[src/rtl/shiftreg_4094_sequencer.sv]
// rtl/shiftreg_4094_sequencer.sv - serial loader/readback sequencer for a daisy-chained 4094 chain
module shiftreg_4094_sequencer #(
  parameter int N_BITS        = 16,
  parameter int CLK_DIV       = 4,
  parameter int STROBE_CYCLES = 2
) (
  input  logic              clk,
  input  logic              rst_n,
  input  logic              req_host,
  input  logic [N_BITS-1:0] data_host,
  output logic              ack_host,
  input  logic              req_safe,
  input  logic [N_BITS-1:0] data_safe,
  output logic              ack_safe,
  input  logic              oe_clear,
  output logic              busy,
  output logic              done,
  output logic [N_BITS-1:0] readback,
  output logic              readback_valid,
  output logic              mismatch,
  output logic              sr_clk,
  output logic              sr_data,
  output logic              sr_strobe,
  output logic              sr_oe,
  input  logic              sr_miso
);

  localparam int CW      = $clog2(N_BITS);
  localparam int DIV_MAX = (CLK_DIV > STROBE_CYCLES) ? CLK_DIV : STROBE_CYCLES;
  localparam int DW      = $clog2(DIV_MAX + 1);
  localparam logic [DW-1:0] DIV_END = DW'(CLK_DIV - 1);
  localparam logic [DW-1:0] STR_END = DW'(STROBE_CYCLES - 1);

  typedef enum logic [2:0] {IDLE, LOAD, SHIFT_LO, SHIFT_HI, STROBE} state_t;

  state_t            state, state_nxt;
  logic              grant;
  logic              grant_safe;
  logic [DW-1:0]     div_cnt;
  logic [CW-1:0]     bit_cnt;
  logic [N_BITS-1:0] tx_word;
  logic [N_BITS-1:0] capture;
  logic [N_BITS-1:0] committed;
  logic              have_committed;
  logic              sr_clk_q;
  logic              sr_strobe_q;

  always_comb begin
    state_nxt = state;
    grant     = 1'b0;
    case (state)
      IDLE: begin
        if (req_safe || req_host) begin
          grant     = 1'b1;
          state_nxt = LOAD;
        end
      end
      LOAD:     state_nxt = SHIFT_LO;
      SHIFT_LO: if (div_cnt == DIV_END) state_nxt = SHIFT_HI;
      SHIFT_HI: if (div_cnt == DIV_END) state_nxt = (bit_cnt == '0) ? STROBE : SHIFT_LO;
      STROBE:   if (div_cnt == STR_END) state_nxt = IDLE;
      default:  state_nxt = IDLE;
    endcase
  end

  // sr_clk and sr_strobe come straight from flops so the chain never sees decode glitches
  always_ff @(posedge clk or negedge rst_n) begin
    if (!rst_n) begin
      state          <= IDLE;
      grant_safe     <= 1'b0;
      div_cnt        <= '0;
      bit_cnt        <= '0;
      tx_word        <= '0;
      capture        <= '0;
      committed      <= '0;
      have_committed <= 1'b0;
      done           <= 1'b0;
      readback       <= '0;
      readback_valid <= 1'b0;
      mismatch       <= 1'b0;
      sr_oe          <= 1'b0;
      sr_clk_q       <= 1'b0;
      sr_strobe_q    <= 1'b0;
    end else begin
      state       <= state_nxt;
      div_cnt     <= (state_nxt != state) ? '0 : div_cnt + 1'b1;
      sr_clk_q    <= (state_nxt == SHIFT_HI);
      sr_strobe_q <= (state_nxt == STROBE);
      done        <= (state == STROBE) && (state_nxt == IDLE);

      if (grant) begin
        tx_word    <= req_safe ? data_safe : data_host;
        grant_safe <= req_safe;
        bit_cnt    <= CW'(N_BITS - 1);
      end

      if (state == SHIFT_HI && div_cnt == '0)
        capture <= {capture[N_BITS-2:0], sr_miso};
      if (state == SHIFT_HI && div_cnt == DIV_END && bit_cnt != '0)
        bit_cnt <= bit_cnt - 1'b1;

      // tx_word may be reloaded by a grant in this same cycle; committed takes the old word
      if (done) begin
        readback       <= capture;
        readback_valid <= have_committed;
        mismatch       <= have_committed && (capture != committed);
        committed      <= tx_word;
        have_committed <= 1'b1;
      end

      if (oe_clear)
        sr_oe <= 1'b0;
      else if (done)
        sr_oe <= 1'b1;
    end
  end

  assign busy      = (state != IDLE);
  assign ack_safe  = (state == LOAD) && grant_safe;
  assign ack_host  = (state == LOAD) && !grant_safe;
  assign sr_clk    = sr_clk_q;
  assign sr_strobe = sr_strobe_q;
  assign sr_data   = (state == LOAD || state == SHIFT_LO || state == SHIFT_HI) ? tx_word[bit_cnt] : 1'b0;

endmodule
[config.mk]
export PLATFORM = sky130hd
export DESIGN_NAME = shiftreg_4094_sequencer
export DESIGN_NICKNAME = d
export VERILOG_FILES = /design/src/rtl/shiftreg_4094_sequencer.sv
export SDC_FILE = /design/constraint.sdc
export NUM_CORES = 1
export LEC_CHECK = 0
export BUFFER_PORTS_ARGS = -buffer_cell sky130_fd_sc_hd__buf_2
export CAP_MARGIN = 5
export CORE_MARGIN = 10
export CORE_UTILIZATION = 41
export CTS_CLUSTER_SIZE = 30
export DETAILED_ROUTE_END_ITERATION = 8
export PLACE_DENSITY_LB_ADDON = 0.08
export RECOVER_POWER = 50
export SLEW_MARGIN = 15
export SYNTH_ARGS = -nofsm -noshare
export SYNTH_HDL_FRONTEND = slang
export SYNTH_SLANG_ARGS = --single-unit
[constraint.sdc]
create_clock -name clk -period 4.31 [get_ports clk]
set_clock_uncertainty 0.2 [all_clocks]
set_input_delay 1.293 -clock clk [delete_from_list [all_inputs] [get_ports clk]]
set_output_delay 1.293 -clock clk [all_outputs]
set_load 0.01 [all_outputs]
Word level (Yosys, flattened, before mapping) --
Index checks and enable logic that the tools add are counted.
Operators by class: shift-type cells 0, reductions and logical operators 19, multiply operators 0, div/mod/pow operators 0, eq/ne operators 10, bitwise operators 0, order comparisons 1, add/subtract/negate cells 2, muxes and demuxes 17
Operator list (number):
- 3-bit two-way mux | 6
- 16-bit two-way mux | 1
- 16-bit != test | 1
- 3-bit case mux with 5 select lines | 1
- 3-bit by 2-bit == test with 1-bit output, second input constant | 4
- 3-bit logical NOT | 3
- 4-bit two-way mux | 2
- 1-bit logical AND | 7
- 3-bit by 1-bit == test with 1-bit output, second input constant | 2
- 3-bit == test, second input constant | 2
- 1-bit two-way mux | 6
- 4-bit by 5-bit less-than comparator with 1-bit output, second input constant | 1
- 1-bit binary-select mux with 4-bit select | 1
- 4-bit logical NOT | 1
- 2-bit nonzero test | 2
- 4-bit nonzero test | 1
- 4-bit by 1-bit subtractor with 4-bit output, second input constant | 1
- 3-bit by 1-bit adder with 3-bit output, second input constant | 1
- 1-bit logical OR | 3
- 3-bit != test | 1
- 3-bit nonzero test | 1
- 1-bit logical NOT | 1
Storage, ports and cells: output and inout bits 26, bits in registers 82, ROM bits 0, RAM bits 0, logic and storage cells 64, memories 0, bits in latches 0, bits of input ports 38

Logic depth before layout (Yosys ltp) --
Gate-level depths: netlist (run 1).
depth after elaboration 6, gate-level depth with buffers 7, gate-level depth less buffers 6

Worst setup path after synthesis (run 1) --
OpenSTA, ideal clock, no wires.
path kind register to output, start register bit_cnt[0], end output sr_data, path buffers 1, setup slack 1.214 ns, arrival time 1.603 ns, cell stages (with the launch flop) 5, path through dfrtp_1 > buf_2 > mux4_2 > mux4_2 > nor3b_1
On the way: longest elaborated chain between the ends 3
Ends and longest elaborated chain:
- start: declaration | line 40 | logic [CW-1:0] bit_cnt;
- start signal: assignment | line 94 | bit_cnt <= CW'(N_BITS - 1);
- start signal: assignment | line 100 | bit_cnt <= bit_cnt - 1'b1;
- 1-bit binary-select mux with 4-bit select | line 123 | assign sr_data = (state == LOAD || state == SHIFT_LO || state == SHIFT_HI) ? tx_word[bit_cnt] : 1'b0;
- 1-bit two-way mux (not written as such) | line 123
- 1-bit two-way mux | line 123
- end: declaration | line 22 | output logic sr_data,
No other way between the ends. The select of a mux whose other input is x is not followed.

Worst setup path after layout (run 1) --
Same ends and word-level chain as after synthesis.

==> results of run 1 <==
## worst reg2reg max path: cells and delay by family (launching register included)
family,cells,cell delay [ns]
AO/OA/AOI/OAI,1,0.11
flip-flops,1,0.49
AND/OR/NAND/NOR,3,1.42
## worst paths after layout
kind                                 from        endpoint  slack (ns)  cells past startpoint
hold reg to reg            have_committed  have_committed        0.28                      1
max in group asynchronous           rst_n      tx_word[1]        1.74                      2
setup reg to reg                 state[2]      tx_word[3]        1.91                      4
hold / removal             have_committed  have_committed        0.28                      1
setup / recovery               bit_cnt[0]         sr_data        0.61                      4
min in group asynchronous           rst_n  readback_valid        1.18                      1
## layout by cell type, fill, tap and decap left out, types with 3 or more instances in the layout
master / count
ha_1: 6
clkbuf_8: 9
nand2_1: 21
nor3_1: 3
mux4_2: 5
xnor2_1: 17
nor2_1: 7
mux2i_1: 17
mux2_2: 48
dfrtp_1: 82
o21ai_0: 22
inv_1: 9
nand4_1: 5
buf_2: 62
## routing by layer
| layer | vias up | wire length [microns] | GRT usage, % |
|---|---|---|---|
| met3 | 14 | 306 | 2.78 |
| met2 | 44 | 3530 | 18.6 |
| met5 | - | 0 | 0 |
| met4 | 0 | 157 | 5.35 |
| met1 | 1127 | 3370 | 16.2 |
| li1 | 1115 | - | - |
## cells by family after synthesis
| kind of cell | after synthesis | share of synthesized area (%) |
|---|---|---|
| buffers and inverters | 23 | 2.53 |
| adders and majority gates | 6 | 2.05 |
| xor gates and xnor gates | 17 | 4.07 |
| DFF | 82 | 56.1 |
| muxes | 70 | 22.5 |
| AOI/OAI and AO/OA | 32 | 5.20 |
| and+or+nand+nor | 53 | 7.53 |
## report_power, final
| part | internal [mW] | total [mW] | switching (mW) |
|---|---|---|---|
| combinational | 0.0263 | 0.0565 | 0.0302 |
| clock | 0.320 | 0.587 | 0.266 |
| sequential | 0.772 | 0.776 | 0.00395 |
| total | 1.12 | 1.42 | 0.301 |
## area by class of cell
cell class	instances	area share [%]
sequential	82	47.9
multi-input combinational	178	35.3
timing repair buffer	65	8.15
tap	108	3.15
clock buffer	9	2.89
clock inverter	5	1.84
inverter	9	0.788
## sequential cells by signal, indices dropped and copies added (netlist names), 3 cells and up
register   cells
readback      16
div_cnt        3
tx_word       16
committed     16
capture       16
bit_cnt        4
state          3
## stage by stage
stage | cells | setup slack (ns) | utilization, % | cell area (sq um) | hold slack (ns)
final | 456 | 0.612 | 49.1 | 4290 | 0.282
after global routing | 456 | 0.502 | 49.1 | 4290 | 0.315
after CTS | 455 | 0.576 | 48.9 | 4260 | 0.285
after detailed placement | 441 | 0.959 | 46.5 | 4060 | 0.266
after global placement | 441 | 0.997 | 46.5 | 4060 | 0.251
after floorplan | 283 | 1.21 | - | 3660 | 0.239
==> flow_summary.json, run 1 <==
{
  "run_status": "complete, but fails checks",
  "violated_checks": "capacitance limit, slew limit",
  "cts_tree": "done",
  "max_freq_mhz": 270,
  "synth-main-ff-cell": "dfrtp_1",
  "die-width_microns": 114,
  "place.gp.congestion": 0.718,
  "synthDistinctLibCells": 37,
  "final-hold-violation-count": 0,
  "mappedNetlistNets": 327,
  "gr-usage-all-layers_pct": 12.2,
  "grt_first_pass_wirelength_microns": 12900,
  "critical_path.max_fanout": 7,
  "critPathBufInv": 1,
  "clock_sink_count": 82,
  "floorplan.initialDensity_pct": 41.9,
  "dieArea_sq_um": 13100,
  "worst-setup-path-type": "flop to primary output",
  "critical-path-slowest-cell": "mux4_2",
  "mappedNetlistArea_sq_um": 3660,
  "dr.pass1.iters": 4,
  "setup-violations-final": 0,
  "area_growth_syn_to_layout_pct": 17.2,
  "ctsLongestPathBuffers": 2,
  "post_drt_wl_per_cell_microns": 16.1,
  "count_of_input_and_output_buffers": 63,
  "drcViolationCount": 0,
  "cts_post_setup_buffers_inserted": 0,
  "timing.critical_path.required_ns": 2.82,
  "post_route_cells_drive_above_1_share_pct": 38.5,
  "grt_start_max_net_pins": 83,
  "htree_levels": 3,
  "timing.slew.headroom_pct": -12.5,
  "data_arrival_critical_path_ns": 2.21,
  "max_cap_violations": 1,
  "clk_transition_reported_paths_ns": 0.08,
  "critPathCaptureType": "primary output",
  "die_y_microns": 114,
  "worstMarginPinSlew_ns": 1.69,
  "io_pins": 64,
  "start_kind": "flop",
  "synth-seq-cells": 82,
  "class_of_the_tightest_hold_or_removal_check": "flop to flop",
  "antenna_found_initial": 0,
  "detail_route.vias_per_cell": 5.04,
  "detailedRoute.firstIterationViolations": 114,
  "area_contributors_post_synth": "dfrtp_1, mux2_2, mux2i_1",
  "synthMostInstantiatedCell": "dfrtp_1",
  "fill_cells": 817,
  "cells_after_synth": 283,
  "unrepaired_setup_endpoints_after_global_routing": "false",
  "async_flop_share_pct": 100,
  "finish.net_count": 389,
  "worstSkewPairLatency_ns": 0.34,
  "synth-edff-count": 0,
  "ff_latch_area_sq_um": 2050,
  "cts_hold_repair.buffers": 0,
  "layout_min_cycle_time_ns": 3.70,
  "syn_area_per_cell_sq_um": 12.9,
  "worstPathCellList": "mux4_2 -> mux4_2 -> nor3b_1 -> buf_2",
  "cpMostUsedCell": "mux4_2",
  "yosys.area.top_type_share_pct": 56.1,
  "post_cts_resize_count": 0,
  "drtAntennaViolNets": 0,
  "power_mw": 1.42,
  "antenna_cells": 0,
  "power_density_nw_per_um2": 331,
  "place.detailed.hpwl_microns": 5240,
  "synth.cells.most_frequent": "dfrtp_1, mux2_2, o21ai_0, nand2_1",
  "global_route_congestion_overflow_total": 0,
  "period_share_pct": 85.8,
  "peakVddDrop_v": 0.000134,
  "crit_path_max_incr_delay_ns": 0.55,
  "core_area_sq_um": 8720,
  "yosys_warnings": 0,
  "final.setup.tns_ns": 0,
  "total_cts_buffers": 9,
  "finalWirelength_microns": 7360,
  "timing_max_transition_violations_final": 29,
  "p_leak_nw": 2.12,
  "critPathTopFamily": "multiplexers",
  "grt_pass1_vias": 2514,
  "synth_seq_area_share_pct": 56.1,
  "synth_top_cell_by_area": "dfrtp_1",
  "placementRows": 34,
  "route.vias.total": 2300,
  "clock_tree.root_cell": "clkbuf_8",
  "total_area_of_multi_input_combinational_cells_sq_um": 1510
}
(Power assumes the default switching activity.)
==> inputs of run 2 (changes only) <==
--- a/config.mk
+++ b/config.mk
@@ -6,9 +6,9 @@
 export NUM_CORES = 1
 export LEC_CHECK = 0
 export BUFFER_PORTS_ARGS = -buffer_cell sky130_fd_sc_hd__buf_2
-export CAP_MARGIN = 5
-export CORE_MARGIN = 10
+export CAP_MARGIN = 20
 export CORE_UTILIZATION = 41
+export CTS_CLUSTER_DIAMETER = 60
 export CTS_CLUSTER_SIZE = 30
 export DETAILED_ROUTE_END_ITERATION = 8
 export PLACE_DENSITY_LB_ADDON = 0.08
==> flow_summary.json, run 2 (synthesis results as in run 1) <==
{
  "p_leak_nw": 2.11,
  "clk_transition_reported_paths_ns": 0.08,
  "post_route_cells_drive_above_1_share_pct": 38.2,
  "post_drt_wl_per_cell_microns": 15.0,
  "timing_max_transition_violations_final": 38,
  "fill_cells": 838,
  "detailedRoute.firstIterationViolations": 67,
  "count_of_input_and_output_buffers": 63,
  "die_y_microns": 96.4,
  "critPathCaptureType": "primary output",
  "global_route_congestion_overflow_total": 0,
  "detail_route.vias_per_cell": 4.97,
  "antenna_cells": 0,
  "period_share_pct": 86.1,
  "core_area_sq_um": 8680,
  "gr-usage-all-layers_pct": 16.2,
  "layout_min_cycle_time_ns": 3.71,
  "clock_tree.root_cell": "clkbuf_8",
  "power_frac_seq_pct": 54.6,
  "grt_first_pass_wirelength_microns": 11000,
  "io_pins": 64,
  "dieArea_sq_um": 9300,
  "worst-setup-path-type": "flop to primary output",
  "reg2reg_from": "done",
  "finalNonFillerCells": 456,
  "min_path_cells": 1,
  "max_freq_mhz": 269,
  "dr.pass1.iters": 4,
  "place.gp.congestion": 0.739,
  "start_kind": "flop",
  "finalWirelength_microns": 6860,
  "clock_sink_count": 82,
  "timing.slew.headroom_pct": -37.3,
  "timing.critical_path.required_ns": 2.82,
  "power.internal_mw": 1.12,
  "worstSkewPairLatency_ns": 0.34,
  "rr_worst_depth": 2,
  "grt_pass1_vias": 2090,
  "combinationalPowerShare_pct": 3.8,
  "placementRows": 34,
  "power_density_nw_per_um2": 333,
  "final-hold-violation-count": 0,
  "max_cap_violations": 1,
  "antenna_found_initial": 0,
  "drtAntennaViolNets": 0,
  "run_status": "complete, but fails checks",
  "r2r_slack_ns": 1.69,
  "place.detailed.hpwl_microns": 4630,
  "min_to": "have_committed",
  "layout_commonest_cell": "dfrtp_1",
  "area_growth_syn_to_layout_pct": 16.5,
  "drcViolationCount": 0,
  "total_cts_buffers": 9,
  "violated_checks": "capacitance limit, slew limit",
  "peakVddDrop_v": 0.000137,
  "power.switching_uw": 304,
  "die-width_microns": 96.4,
  "grt_start_max_net_pins": 83,
  "placedCellCount": 441,
  "worstMarginPinSlew_ns": 2.06,
  "power_switching_share_pct": 21.4,
  "cts_tree": "done",
  "cts_hold_repair.buffers": 0,
  "critical_path.max_fanout": 7,
  "class_of_the_tightest_hold_or_removal_check": "flop to flop",
  "cts_post_setup_buffers_inserted": 0,
  "htree_levels": 3,
  "floorplan.initialDensity_pct": 42.1,
  "layout.cells.most_common_list": "dfrtp_1, buf_2, mux2_2, o21ai_0, nand2_1",
  "ctsLongestPathBuffers": 2,
  "setup-violations-final": 0,
  "min_from": "have_committed",
  "data_arrival_critical_path_ns": 2.22,
  "unrepaired_setup_endpoints_after_global_routing": "false",
  "power_frac_clock_pct": 41.6,
  "final.setup.tns_ns": 0,
  "regToRegEndpoint": "readback[1]",
  "route.vias.total": 2268,
  "post_cts_resize_count": 0,
  "finish.net_count": 389
}
==> run 2: area by class of cell <==
cell class	count	area (sq um)	share of cell area (%)
inverter	9	33.8	0.793
clock inverter	5	81.3	1.91
multi-input combinational	178	1510	35.5
sequential	82	2050	48.2
clock buffer	9	124	2.91
tap	108	135	3.17
timing repair buffer	65	323	7.57
==> run 2: power groups by stage <==
stage	Combinational, mW	Sequential (mW)	Clock, mW
6_report	0.0538	0.776	0.590
5_1_grt	0.0615	0.777	0.641
4_1_cts	0.0561	0.776	0.611
3_5_place_dp	0.0560	0.791	0
3_3_place_gp	0.0555	0.791	0
2_1_floorplan	0.0192	0.790	0
==> run 2: critical path, stage by stage (launching register included) <==
cell,delay [ns]
dfrtp_1,0.54
mux4_2,0.55
mux4_2,0.50
nor3b_1,0.15
buf_2,0.15
==> run 2: through the flow <==
step	setup WS (ns)	area, sq um	utilization (%)	total power, mW	hold slack (ns)
after floorplan	1.21	3660	-	0.809	0.239
after global placement	0.997	4060	46.8	0.847	0.255
after detailed placement	0.933	4060	46.8	0.847	0.261
after CTS	0.552	4260	49.1	1.44	0.280
after global routing	0.249	4260	49.1	1.48	0.303
final	0.597	4260	49.1	1.42	0.279
==> run 2: worst max-delay path by stage <==
stage,start,endpoint,cells after the start
global placement,bit_cnt[0],sr_data,4
finish,bit_cnt[0],sr_data,4
global route,rst_n,bit_cnt[0],2
detailed placement,bit_cnt[0],sr_data,4
CTS,bit_cnt[0],sr_data,4
floorplan,bit_cnt[0],sr_data,4
==> run 2: layer usage <==
| metal | global-route usage [%] | up-vias | wire [microns] |
|---|---|---|---|
| li1 | - | 1121 | - |
| met3 | 3.21 | 11 | 203 |
| met2 | 22.9 | 41 | 3120 |
| met4 | 6.99 | 0 | 101 |
| met1 | 24.0 | 1095 | 3430 |
| met5 | 0 | - | 0 |
